--- src/rtl/regfile_ctrl_seq.sv ---
// Three-cycle instruction sequencer for the 4x8 register file (A-D).
// Drives registered read/write selects and ALU controls per 16-bit instr.
module regfile_ctrl_seq #(
  parameter int CNT_W = 16
) (
  input  logic             clock,
  input  logic             reset,
  input  logic [15:0]      instr,
  input  logic             instr_valid,
  output logic             instr_ready,
  output logic             c4,
  output logic             c5,
  output logic             c6,
  output logic             c7,
  output logic             c8,
  output logic             c9,
  output logic             c10,
  output logic [1:0]       alu_op,
  output logic             imm_sel,
  output logic [7:0]       imm,
  output logic             done,
  output logic             illegal,
  output logic [CNT_W-1:0] retired
);

  typedef enum logic [1:0] {
    IDLE = 2'd0,
    READ = 2'd1,
    EXEC = 2'd2
  } state_t;

  state_t state, state_nxt;

  logic [3:0] op;
  logic       accept;
  logic       dec_wr;
  logic       dec_ill;
  logic       dec_isel;
  logic [1:0] dec_op;
  logic [1:0] rx_q;
  logic       wr_q;
  logic       ill_q;

  assign op          = instr[15:12];
  assign instr_ready = (state == IDLE);
  assign accept      = instr_valid & instr_ready;

  always_comb begin
    dec_wr   = 1'b0;
    dec_ill  = 1'b0;
    dec_isel = 1'b0;
    dec_op   = 2'b00;
    unique case (1'b1)
      (op == 4'h0): ;
      (op == 4'h4): dec_wr = 1'b1;
      (op == 4'h5): begin
        dec_wr   = 1'b1;
        dec_op   = 2'b11;
        dec_isel = 1'b1;
      end
      (op == 4'h6): begin
        dec_wr = 1'b1;
        dec_op = 2'b01;
      end
      (op == 4'h7): begin
        dec_wr   = 1'b1;
        dec_op   = 2'b01;
        dec_isel = 1'b1;
      end
      (op == 4'h8): begin
        dec_wr = 1'b1;
        dec_op = 2'b10;
      end
      (op == 4'h9): begin
        dec_wr   = 1'b1;
        dec_op   = 2'b10;
        dec_isel = 1'b1;
      end
      default: dec_ill = 1'b1;
    endcase
  end

  always_ff @(posedge clock or posedge reset) begin
    if (reset) state <= IDLE;
    else       state <= state_nxt;
  end

  always_comb begin
    state_nxt = state;
    case (state)
      IDLE:    if (accept) state_nxt = READ;
      READ:    state_nxt = EXEC;
      EXEC:    state_nxt = IDLE;
      default: state_nxt = IDLE;
    endcase
  end

  // Selects and ALU controls load on accept so they are stable all of READ.
  always_ff @(posedge clock or posedge reset) begin
    if (reset) begin
      {c4, c5}  <= 2'b00;
      {c6, c7}  <= 2'b00;
      {c8, c9}  <= 2'b00;
      c10       <= 1'b0;
      alu_op    <= 2'b00;
      imm_sel   <= 1'b0;
      imm       <= 8'h00;
      done      <= 1'b0;
      illegal   <= 1'b0;
      retired   <= '0;
      rx_q      <= 2'b00;
      wr_q      <= 1'b0;
      ill_q     <= 1'b0;
    end else begin
      case (state)
        IDLE: if (accept) begin
          {c4, c5} <= instr[11:10];
          {c6, c7} <= instr[9:8];
          imm      <= instr[7:0];
          rx_q     <= instr[11:10];
          wr_q     <= dec_wr;
          ill_q    <= dec_ill;
          alu_op   <= dec_op;
          imm_sel  <= dec_isel;
        end
        READ: begin
          {c8, c9} <= rx_q;
          c10      <= wr_q;
          done     <= 1'b1;
          illegal  <= ill_q;
          retired  <= retired + CNT_W'(1);
        end
        EXEC: begin
          c10     <= 1'b0;
          done    <= 1'b0;
          illegal <= 1'b0;
        end
        default: ;
      endcase
    end
  end

endmodule

--- config.mk ---
export PLATFORM = sky130hd
export DESIGN_NAME = regfile_ctrl_seq
export DESIGN_NICKNAME = d
export VERILOG_FILES = /design/src/rtl/regfile_ctrl_seq.sv
export SDC_FILE = /design/constraint.sdc
export NUM_CORES = 1
export LEC_CHECK = 0
export ABC_AREA = 1
export BUFFER_PORTS_ARGS = -buffer_cell sky130_fd_sc_hd__buf_2
export CAP_MARGIN = 5
export CORE_UTILIZATION = 45
export DETAILED_ROUTE_END_ITERATION = 16
export GPL_TIMING_DRIVEN = 0
export HOLD_SLACK_MARGIN = 0.02
export PLACE_DENSITY = 0.69
export SLEW_MARGIN = 40
export SYNTH_ARGS = -nofsm -noshare
export SYNTH_HDL_FRONTEND = slang
export SYNTH_SLANG_ARGS = --single-unit
--- constraint.sdc ---
create_clock -name clock -period 2 [get_ports clock]
set_clock_uncertainty 0.2 [all_clocks]
set_input_delay 0 -clock clock [delete_from_list [all_inputs] [get_ports clock]]
set_output_delay 0 -clock clock [all_outputs]
set_load 0.005 [all_outputs]
## After elaboration in Yosys (flattened, before gate mapping)

Index checks and enable logic that the tools add are counted.
Widths: inputs -> output; s select.

- Reductions and logical operators: 9
- Bitwise logic cells: 1
- Add/sub/neg operators: 1
- Equality and inequality tests: 9
- Muxes and demuxes: 9

Operators with widths:

| cell | count |
|---|---|
| $add 16x1->16 const B | 1 |
| $eq 4x3->1 const B | 4 |
| $eq 4x4->1 const B | 2 |
| $reduce_or 7->1 | 1 |
| $pmux 1 s2 | 3 |
| $pmux 2 s3 | 1 |
| $reduce_or 6->1 | 1 |
| $logic_not 4->1 | 1 |
| $pmux 2 s2 | 1 |
| $reduce_or 2->1 | 2 |
| $mux 1 | 3 |
| $reduce_or 3->1 | 1 |
| $eq 2x1->1 const B | 1 |
| $eq 2x2->1 const B | 1 |
| $logic_not 2->1 | 1 |
| $mux 2 | 1 |
| $ne 2x1->1 const B | 1 |
| $reduce_and 2->1 | 1 |
| $reduce_bool 2->1 | 1 |
| $and 1x1->1 | 1 |

- Register bits: 42
- Output and inout port bits: 37
- Word-level logic and storage cells: 46

## Logic depth before layout (Yosys ltp)

- Depth after elaboration: 4
- Depth in mapped cells: 10

## Worst setup path after synthesis

No wires, ideal clock.

- Kind: reg-to-reg
- From: reg state[1]
- To: reg retired[13]
- Setup slack: 0.426 ns
- Stages on the path, launching flop included: 11
- Setup time: 0.117 ns
- Arrival: 1.258 ns
- Buffers on the path: 1
- Cell sequence: dfrtp_1 > inv_1 > ha_1 > buf_6 > nand2_4 > nor2_4 > nand2_4 > nor2_4 > nand2_1 > nand2_1 > nand2_1

- Cells in the longest elaborated chain, start to end: 1

RTL lines:

| what | RTL line | text |
|---|---|---|
| from (decl) | 32 | `state_t state, state_nxt;` |
| from (signal assigned) | 85 | `else state <= state_nxt;` |
| $eq 2x1->1 | 115 | `case (state)` |
| to (signal assigned) | 131 | `retired <= retired + CNT_W'(1);` |
| to (decl) | 23 | `output logic [CNT_W-1:0] retired` |

Every way passes these cells.
A chain may end at the register's enable or synchronous reset.

## Worst setup path in the final report

- From: reg state[1]
- To: reg retired[15]

The elaborated chain is that of the path after synthesis.

==> impl_metrics.tcl <==
set metrics [dict create \
    final_cell_mix "75 x nand2_1, 56 x buf_2, 40 x dfrtp_1, 25 x inv_1, 19 x dlygate4sd3_1" \
    cp-end-kind "flop" \
    yosysTopAreaCell "dfrtp_1" \
    setup_viol 0 \
    cp_max_fo 9 \
    die_x_um 66.2 \
    static-leakage-power_uw 0.00138 \
    r2r-end "retired[15]" \
    nets 315 \
    max_freq_mhz 568 \
    post_cts_resized 0 \
    syn_area_um2 1850 \
    grt_max_degree 41 \
    numCtsBuffers 5 \
    synth_cells 209 \
    antenna_left 0 \
    holdWs_ns 0.0987 \
    initial_utilization 0.487 \
    grt_overflow 0 \
    finalWeightedCongestion 0.754 \
    first_global_vias 1616 \
    crit_path_frequent_cell "nand2_1" \
    avgSynthCellArea_um2 8.86 \
    cts-htree-levels 2 \
    fillers 327 \
    worstMarginPinSlew_ns 0.477 \
    root_buffer "clkbuf_8" \
    diodes 0 \
    path_class "flop to flop" \
    crit_arrival_ns 1.74 \
    grt_usage 0.204 \
    die_h_um 66.2 \
    wl_per_cell_um 11.2 \
    synth_top_area_share 0.541 \
    min_path_type "input port to asynchronous set/reset pin" \
    final-hold-violation-count 0 \
    drt_iter0_markers 42 \
    path_clk_slew_ns 0.07 \
    outcome "completed" \
    synthesis.nets 234 \
    num_vias 1565 \
    powerDensity_nw_per_um2 1180 \
    hpwl_um 2580 \
    place_inst 312 \
    wirelength_um 3780 \
    tns_ns 0 \
    drcViolationCount 0 \
    grt_pass1_wl_um 6710 \
    rsz0062_at_grt "false" \
    dr.pass1.iters 4 \
    slowest_delay_ns 0.39 \
    rr_worst_depth 8 \
    drv_slew 0 \
    path_cells "inv_1 -> ha_1 -> buf_6 -> nand3_1 -> nor2_1 -> nand2_1 -> o21ai_0 -> nand2_1" \
    max_cap_violations 0 \
    cts_tree "built" \
    io_buffers 55 \
    final_common_cell "nand2_1" \
    ioPinCount 56 \
    rows 22 \
    clock_latency_ns 0.29 \
    synthTopCellsByArea "dfrtp_1 54%, nand2_1 15%, inv_1 5.3%" \
    ys.warnings.count 0 \
    dieArea_um2 4380 \
    drive_gt1_frac 0.258 \
    cp_slowest_cell "dfrtp_1" \
    antenna_found_initial 0 \
    r2r_slack_ns 0.24 \
    synth-seq-cells 40 \
    synth_cell_types 21 \
    slew_headroom 0.682 \
    period_needed_ns 1.76 \
    clockBufferDepth 2 \
    area_growth_pct 33.4 \
    final_cells 339 \
    cp-start-kind "flop" \
    total_power_uw 2900 \
    worstReg2RegStart "state[1]" \
    clock-sinks 40 \
    ir_drop_v 0.000882 \
    required_ns 1.98 \
    period_share 0.881 \
    seq_area_frac_synth 0.541 \
    post_drt_via_cell_ratio 4.62 \
    core-area_um2 3800 \
]
==> cell usage after synthesis, drive strengths merged <==
library cell,count
a21oi,2
xnor2,3
o21ai,6
nand3,11
o211ai,1
dfrtp,40
clkbuf,1
o22ai,1
buf,2
nand4,3
inv,26
ha,6
nor2,19
mux2,3
xor2,7
nand2,78
==> registers in the layout, indices dropped and copies added (netlist names) <==
register	flops
imm	8
state	2
c8	1
done	1
c4	1
c7	1
imm_sel	1
wr_q	1
c6	1
ill_q	1
rx_q	1
c10	1
illegal	1
c9	1
retired	16
alu_op	2
==> power breakdown <==
part	switching, uW	internal, uW	leakage [uW]	total, uW
clock	269	281	0.0000455	550
sequential	205	1100	0.000514	1310
combinational	552	494	0.000821	1050
==> layout make-up <==
type / instances / area [um2] / share of cell area
buffer: 3 / 20.0 / 0.00811
tap: 48 / 60.1 / 0.0243
multi-input combinational: 140 / 733 / 0.297
inverter: 26 / 100 / 0.0405
clock buffer: 8 / 90.1 / 0.0365
timing repair buffer: 74 / 465 / 0.188
sequential: 40 / 1000 / 0.405
==> how the worst max path moves through the flow <==
stage | endpoint | slack (ns) | from | cells after the start
after global routing | retired[15] | 0.08 | state[1] | 8
final | retired[15] | 0.24 | state[1] | 8
after detailed placement | retired[15] | 0.25 | state[1] | 8
after global placement | c4 | 0.30 | state[0] | 6
after floorplan | retired[13] | 0.43 | state[1] | 10
after CTS | retired[15] | 0.24 | state[1] | 8
==> critical path: cells and delay by family (launching register included) <==
family / cells / cell delay [ns]
adders and majority gates: 1 / 0.19
DFF: 1 / 0.39
buffers and inverters: 2 / 0.31
AOI/OAI and AO/OA: 1 / 0.15
and+or+nand+nor: 4 / 0.41
==> cells by family (layout without fill, tap and decap cells) <==
group | count (synthesis) | after routing | synth area share
AOI/OAI and AO/OA | 10 | 10 | 0.0291
muxes | 3 | 3 | 0.0182
buffers and inverters | 29 | 111 | 0.0635
and+or+nand+nor | 111 | 111 | 0.261
adders and majority gates | 6 | 6 | 0.0405
DFF | 40 | 40 | 0.541
xor gates and xnor gates | 10 | 10 | 0.0473
==> metal layers <==
| layer | GRT usage | wire length, um | up-vias |
|---|---|---|---|
| met4 | 0.0798 | 61 | 0 |
| met2 | 0.371 | 1860 | 42 |
| met1 | 0.226 | 1690 | 716 |
| met5 | 0 | 0 | - |
| met3 | 0.0483 | 166 | 7 |
| li1 | - | - | 800 |
==> timing repair <==
action | 4_1_cts | 5_1_grt
buffers inserted | 0 | 0
hold buffers | 19 | 0
endpoints found under the hold margin | 59 | 0
==> metrics by stage <==
step / setup slack, ns / area (um2) / util
final: 0.239 / 2470 / 0.650
after global routing: 0.0779 / 2470 / 0.650
after CTS: 0.239 / 2470 / 0.650
after detailed placement: 0.249 / 2190 / 0.576
after global placement: 0.304 / 2190 / 0.576
after floorplan: 0.426 / 1850 / -
(Power assumes the default switching activity.)
